### config.mk
export PLATFORM = sky130hd
export DESIGN_NAME = acc_requant
export DESIGN_NICKNAME = d
export VERILOG_FILES = /design/src/rtl/bitnet_pkg.sv /design/src/rtl/requant_round_sat.sv /design/src/rtl/acc_requant.sv
export SDC_FILE = /design/constraint.sdc
export NUM_CORES = 2
export LEC_CHECK = 0
export BUFFER_PORTS_ARGS = -buffer_cell sky130_fd_sc_hd__buf_4
export CAP_MARGIN = 20
export CORE_ASPECT_RATIO = 2
export CORE_UTILIZATION = 67
export CTS_CLUSTER_DIAMETER = 80
export DETAILED_ROUTE_END_ITERATION = 10
export GPL_TIMING_DRIVEN = 0
export MAX_ROUTING_LAYER = met4
export PLACE_DENSITY = 0.82
export SLEW_MARGIN = 15
export SYNTH_ARGS = -nofsm -noshare
export SYNTH_HDL_FRONTEND = slang
export SYNTH_SLANG_ARGS = --single-unit
### constraint.sdc
create_clock -name clk -period 8.7 [get_ports clk]
set_input_delay 1.305 -clock clk [delete_from_list [all_inputs] [get_ports clk]]
set_output_delay 1.305 -clock clk [all_outputs]
set_load 0.01 [all_outputs]
### src/rtl/bitnet_pkg.sv
// Shared constants and types for the BitNet datapath.
//   ACT_W / ACT_MIN / ACT_MAX : signed activation format
//   TREE_SUM_W                : width of the tree-adder chunk sum
//   acc_state_t               : accumulate/requantize sequencer states
package bitnet_pkg;

  localparam int unsigned ACT_W      = 8;
  localparam int          ACT_MIN    = -128;
  localparam int          ACT_MAX    = 127;
  localparam int unsigned TREE_SUM_W = 20;

  typedef enum logic [1:0] {
    ACCUM = 2'd0,
    SCALE = 2'd1,
    ROUND = 2'd2,
    OUT   = 2'd3
  } acc_state_t;

endpackage

### src/rtl/requant_round_sat.sv
// Combinational round-half-up arithmetic shift and saturation to the
// signed activation range.
//   i_prod    : signed scaled accumulator
//   i_shift   : right-shift amount 0..31
//   o_act_c   : saturated signed activation
//   o_sat_c   : result was clipped
module requant_round_sat
  import bitnet_pkg::*;
#(
  parameter int unsigned PROD_W = 49
) (
  input  logic signed [PROD_W-1:0] i_prod,
  input  logic        [4:0]        i_shift,
  output logic signed [ACT_W-1:0]  o_act_c,
  output logic                     o_sat_c
);

  // One guard bit so adding the rounding term can never wrap.
  localparam int unsigned RW = PROD_W + 1;
  localparam logic signed [RW-1:0] L_MAX = RW'(ACT_MAX);
  localparam logic signed [RW-1:0] L_MIN = RW'(ACT_MIN);

  logic signed [RW-1:0] w_ext;
  logic signed [RW-1:0] w_bias;
  logic signed [RW-1:0] w_sum;
  logic signed [RW-1:0] w_r;

  // Round half up, arithmetic shift, then clip.
  always_comb begin
    w_ext  = {i_prod[PROD_W-1], i_prod};
    w_bias = '0;
    if (i_shift != 5'd0) begin
      w_bias = RW'(1) << (i_shift - 5'd1);
    end
    w_sum   = w_ext + w_bias;
    w_r     = w_sum >>> i_shift;
    o_act_c = w_r[ACT_W-1:0];
    o_sat_c = 1'b0;
    if (w_r > L_MAX) begin
      o_act_c = ACT_W'(ACT_MAX);
      o_sat_c = 1'b1;
    end else if (w_r < L_MIN) begin
      o_act_c = ACT_W'(ACT_MIN);
      o_sat_c = 1'b1;
    end
  end

endmodule

### src/rtl/acc_requant.sv
// Accumulates chunk sums of one neuron, then scales, rounds and saturates
// to a signed 8-bit activation offered on a valid/ready output.
//   in_valid/in_ready/in_sum/in_last : chunk-sum input stream
//   scale/shift                      : requant params, taken on the last beat
//   out_valid/out_ready/out_act/out_sat : activation output handshake
//   seq_err                          : sticky beat-count overrun flag
module acc_requant
  import bitnet_pkg::*;
#(
  parameter int unsigned IN_W    = TREE_SUM_W,
  parameter int unsigned ACC_W   = 32,
  parameter int unsigned CNT_W   = 8,
  parameter int unsigned SCALE_W = 16
) (
  input  logic                      clk,
  input  logic                      rst_n,
  input  logic                      in_valid,
  output logic                      in_ready,
  input  logic signed [IN_W-1:0]    in_sum,
  input  logic                      in_last,
  input  logic        [SCALE_W-1:0] scale,
  input  logic        [4:0]         shift,
  output logic                      out_valid,
  input  logic                      out_ready,
  output logic signed [ACT_W-1:0]   out_act,
  output logic                      out_sat,
  output logic                      seq_err
);

  localparam int unsigned PROD_W = ACC_W + SCALE_W + 1;

  acc_state_t                r_state;
  acc_state_t                w_state_nxt;
  logic        [CNT_W-1:0]   r_cnt;
  logic signed [ACC_W-1:0]   r_acc;
  logic        [SCALE_W-1:0] r_scale;
  logic        [4:0]         r_shift;
  logic signed [PROD_W-1:0]  r_prod;
  logic                      r_in_ready;
  logic                      r_out_valid;
  logic signed [ACT_W-1:0]   r_out_act;
  logic                      r_out_sat;
  logic                      r_seq_err;

  logic                      w_accept;
  logic                      w_cnt_full;
  logic                      w_close;
  logic signed [ACC_W-1:0]   w_sum_ext;
  logic signed [ACT_W-1:0]   w_act;
  logic                      w_sat;

  assign w_accept   = in_valid & r_in_ready;
  assign w_cnt_full = (r_cnt == {CNT_W{1'b1}});
  // A full beat count forces the neuron closed even without in_last.
  assign w_close    = w_accept & (in_last | w_cnt_full);
  assign w_sum_ext  = {{(ACC_W - IN_W){in_sum[IN_W-1]}}, in_sum};

  requant_round_sat #(
    .PROD_W (PROD_W)
  ) u_round (
    .i_prod  (r_prod),
    .i_shift (r_shift),
    .o_act_c (w_act),
    .o_sat_c (w_sat)
  );

  // State register.
  always_ff @(posedge clk or negedge rst_n) begin
    if (!rst_n) begin
      r_state <= ACCUM;
    end else begin
      r_state <= w_state_nxt;
    end
  end

  // Next-state logic.
  always_comb begin
    w_state_nxt = r_state;
    case (r_state)
      ACCUM:   if (w_close) w_state_nxt = SCALE;
      SCALE:   w_state_nxt = ROUND;
      ROUND:   w_state_nxt = OUT;
      OUT:     if (out_ready) w_state_nxt = ACCUM;
      default: w_state_nxt = ACCUM;
    endcase
  end

  // Datapath and registered outputs.
  always_ff @(posedge clk or negedge rst_n) begin
    if (!rst_n) begin
      r_cnt       <= '0;
      r_acc       <= '0;
      r_scale     <= '0;
      r_shift     <= '0;
      r_prod      <= '0;
      r_in_ready  <= 1'b0;
      r_out_valid <= 1'b0;
      r_out_act   <= '0;
      r_out_sat   <= 1'b0;
      r_seq_err   <= 1'b0;
    end else begin
      r_in_ready <= (w_state_nxt == ACCUM);
      case (r_state)
        ACCUM: begin
          if (w_accept) begin
            r_acc <= (r_cnt == '0) ? w_sum_ext : r_acc + w_sum_ext;
            r_cnt <= r_cnt + CNT_W'(1);
          end
          if (w_close) begin
            r_scale <= scale;
            r_shift <= shift;
            if (!in_last) r_seq_err <= 1'b1;
          end
        end
        SCALE: begin
          r_prod <= r_acc * $signed({1'b0, r_scale});
        end
        ROUND: begin
          r_out_act   <= w_act;
          r_out_sat   <= w_sat;
          r_out_valid <= 1'b1;
        end
        OUT: begin
          if (out_ready) begin
            r_out_valid <= 1'b0;
            r_cnt       <= '0;
          end
        end
        default: ;
      endcase
    end
  end

  assign in_ready  = r_in_ready;
  assign out_valid = r_out_valid;
  assign out_act   = r_out_act;
  assign out_sat   = r_out_sat;
  assign seq_err   = r_seq_err;

endmodule

==> results of run 1 <==
what timing repair did:
item	CTS
setup endpoints to repair	15
endpoints found under the hold margin	0
resized for setup	23
hold buffers	0
pin swaps	0
layer usage:
layer | GRT overflow | track usage
met1 | 0 | 0.540
met2 | 7 | 0.913
met3 | 0 | 0.311
met4 | 4 | 0.728
met5 | - | -
kinds of logic after synthesis:
kind of cell | after synthesis
AND/OR/NAND/NOR | 1238
multiplexers | 104
other | 1
flip-flops | 124
adder cells (fa/ha/maj) | 673
AO/OA/AOI/OAI | 645
XOR/XNOR | 104
buffers and inverters | 757
stage by stage:
step	util	TNS (ps)	hold slack, ps	setup slack (ps)	instances
after detailed placement	0.704	-4430	465	-426	4267
after CTS	0.719	0	492	53.0	4299
after global placement	0.702	-5210	460	-629	4263
after floorplan	-	0	445	1280	3646
==> results.cfg, run 1 <==
[outcome]
status = did not finish
stop_stage = global routing
error = [ERROR GRT-0116] Global routing finished with congestion. Check the congestion regions in the DRC Viewer.

[logic_synthesis]
synth.area.mux_share = 0.0443
ys_seq_elements = 124
async_flop_share = 1.00
synth_compound_area_frac = 0.143
synth_top_family_by_area = adder cells
synth_top_area_cell = fa_1
syn_area_per_cell_um2 = 8.36
synth_fa_ha_area_frac = 0.397
yosysSeqAreaShare = 0.102
synthXorXnorAreaFrac = 0.0299
synth_edf_count = 0
synth_area_um2 = 30500
synth_area_leaders = fa_1 (32%), dfrtp_1 (10%), ha_1 (7.5%), nand2_1 (7.0%), inv_1 (6.9%)
ys_types = 92
synth-simple-area-share = 0.190
syn_inst = 3646
yosys.cell_count.top_type = nand2_1
synth.top_cells.by_count = nand2_1 (566), inv_1 (559), fa_1 (491)
synth_top_area_frac = 0.322
synth_fp_nets = 4365
synth_ff_type = dfrtp_1
synth_warnings = 0

[floorplanning]
die_y_um = 304
initial_utilization = 0.677
dieWidth_um = 153
rows = 110
pin_count = 58

[place]
place.gp.congestion = 1.12
dp_hpwl_um = 98300
dpl_cell_area_um2 = 31700
port_buffers = 57

[global_route]
grt_max_degree = 70
overflow = 11
grt_pass1_wl_um = 208000
grt_util_all_layers = 0.627
grt_pass1_vias = 33711

[clock_network]
postCtsSetupRepairBufs = 0
cts_sinks = 124
cts_buffer_depth = 2
cts_root_buffer = clkbuf_16
h-tree-depth = 4
numCtsBuffers = 17
==> run 2, diff against run 1 <==
--- a/config.mk
+++ b/config.mk
@@ -7,13 +7,10 @@
 export LEC_CHECK = 0
 export BUFFER_PORTS_ARGS = -buffer_cell sky130_fd_sc_hd__buf_4
 export CAP_MARGIN = 20
-export CORE_ASPECT_RATIO = 2
-export CORE_UTILIZATION = 67
-export CTS_CLUSTER_DIAMETER = 80
+export CORE_UTILIZATION = 40
 export DETAILED_ROUTE_END_ITERATION = 10
 export GPL_TIMING_DRIVEN = 0
-export MAX_ROUTING_LAYER = met4
-export PLACE_DENSITY = 0.82
+export PLACE_DENSITY_LB_ADDON = 0.15
 export SLEW_MARGIN = 15
 export SYNTH_ARGS = -nofsm -noshare
 export SYNTH_HDL_FRONTEND = slang
==> results.cfg, run 2 <==
[outcome]
status = complete, no violations

[critical_path]
arrival_ps = 8830
rr_worst_depth = 28
slowest_stage = dfrtp_1
crit_path_end_kind = register
cp_max_fo = 10
worstSetupStartpointType = register
crit_top_cell = fa_1
slowest_delay_ps = 620
required_ps = 9040
r2r-start = r_acc[8]
crit_path_start = r_acc[8]
crit_type = reg2reg

[finish]
drive_gt1_frac = 0.0653
largest_register_ffs = 49
top_register = r_prod
layout_commonest_cell = nand2_1
layout_common_cells = nand2_1 (566), inv_1 (559), fa_1 (491)
antenna_cells = 0
n_fill_cell = 7653
syn_to_final_growth_pct = 7.84
top_regs = r_prod x49, r_acc x32, r_scale x16
final_nets = 4445

[logic_synthesis]
synth_warnings = 0
syn_area_per_cell_um2 = 8.36
ys_types = 92
synth.top_cells.by_count = nand2_1 (566), inv_1 (559), fa_1 (491)
synth_ff_type = dfrtp_1
synth_area_leaders = fa_1 (32%), dfrtp_1 (10%), ha_1 (7.5%), nand2_1 (7.0%), inv_1 (6.9%)
synth_area_um2 = 30500
synth_edf_count = 0
ys_seq_elements = 124
synth_top_area_cell = fa_1
async_flop_share = 1.00
yosys.cell_count.top_type = nand2_1
syn_inst = 3646
synth_top_area_frac = 0.322
synth_fp_nets = 4365
yosysSeqAreaShare = 0.102

[floorplanning]
die_area_um2 = 77300
die_y_um = 278
rows = 100
coreArea_um2 = 74900
pin_count = 58
initial_utilization = 0.407
dieWidth_um = 278

[run]
maxCapViolations = 0

[clock_network]
postCtsSetupRepairBufs = 0
cts_sinks = 124
tritoncts = built
cts_buffer_depth = 2
numCtsBuffers = 17
insertion_delay_ps = 500
clk_pin_slew_worst_paths_ps = 70
h-tree-depth = 4
cts_root_buffer = clkbuf_16

[drt]
firstDrtPassIters = 6
drt-initial-drc-count = 1812
drtAntennaViolNets = 0
vias = 25681
drc = 0
wl_per_cell_um = 21.3
vias_per_cell = 5.45
drt-total-wl_um = 100000

[sta]
fin_skew_ps = 25.7
hold_viol = 0
finalSetupViolCount = 0
hold_slack_ps = 485
slew_headroom = 0.223
period_minus_slack_ps = 8480
fin_crit_sh = 0.975
drv_slew = 0
worst_slew_pin_slew_ps = 1160
max_freq_ghz = 0.118

[place]
place.gp.congestion = 0.952
port_buffers = 57
dp_hpwl_um = 84200

[global_route]
antenna_found_initial = 1
grt_pass1_wl_um = 156000
grt_max_degree = 93
grt_util_all_layers = 0.263
grt_pass1_vias = 26087
overflow = 0

[min_path]
hold_path.class = reg2reg
min_from = r_prod[4]
whs_path_depth = 2
==> run 2: cell counts after synthesis <==
Identical to the previous run, type by type.
==> run 2: cell type report <==
type | instances | area, um^2 | area share
Multi-Input combinational cell | 2765 | 24500 | 0.747
Sequential cell | 124 | 3110 | 0.0947
Inverter | 561 | 2110 | 0.0641
Tap cell | 969 | 1210 | 0.0369
Buffer | 196 | 803 | 0.0244
Timing Repair Buffer | 61 | 485 | 0.0148
Clock buffer | 18 | 439 | 0.0134
Clock inverter | 14 | 171 | 0.00521
==> run 2: logic make-up (layout without fill, tap and decap cells) <==
kind of cell               after synthesis  count (layout)  share of synthesized area
muxes                                  104             104                     0.0443
adders and majority gates              673             673                      0.397
DFF                                    124             124                      0.102
xor gates and xnor gates               104             104                     0.0299
other                                    1               1                   0.000123
and+or+nand+nor                       1238            1238                      0.190
buffers and inverters                  757             850                     0.0940
AOI/OAI and AO/OA                      645             645                      0.143
==> run 2: metrics by stage <==
stage	util	setup TNS [ps]	area [um^2]	cells	setup WS (ps)
after floorplan	-	0	30500	3646	1280
after global placement	0.429	-2160	32100	4672	-704
after detailed placement	0.430	-1380	32200	4676	-376
after CTS	0.438	0	32800	4708	5.74
after global routing	0.439	-18.9	32900	4708	-18.9
final	0.439	0	32900	4708	218
==> run 2: worst max-delay path, delay by kind of cell, from the launching register on <==
| family | cells | cell delay [ps] |
|---|---|---|
| flip-flops | 1 | 620 |
| AND/OR/NAND/NOR | 4 | 1000 |
| adder cells (fa/ha/maj) | 7 | 3480 |
| AO/OA/AOI/OAI | 9 | 2170 |
| buffers and inverters | 7 | 850 |
| multiplexers | 1 | 200 |
==> run 2: path summary, 6_finish.rpt <==
path,to,slack [ps]
worst min register to register,r_prod[4],480
worst min-delay path,r_prod[4],480
min in group asynchronous,r_prod[0],690
max in group asynchronous,r_scale[9],7180
worst max register to register,r_prod[43],220
worst max-delay path,r_prod[43],220
==> run 2: repair_timing <==
item | CTS | global route
hold buffers | 0 | 0
gates resized for setup | 21 | 45
endpoints found under the setup margin | 6 | 15
==> run 2: layer usage <==
layer  up-vias  global-route usage  wire, um
li1      12073                   -         -
met1     12714               0.351     45000
met2       732               0.437     46900
met3       162              0.0280      4510
met4         0               0.105      3850
met5         -                   0         0
Power of run 2 is left out: the tool's default activity adds up to more than one toggle a clock period on the data nets, which glitch-free logic cannot reach.
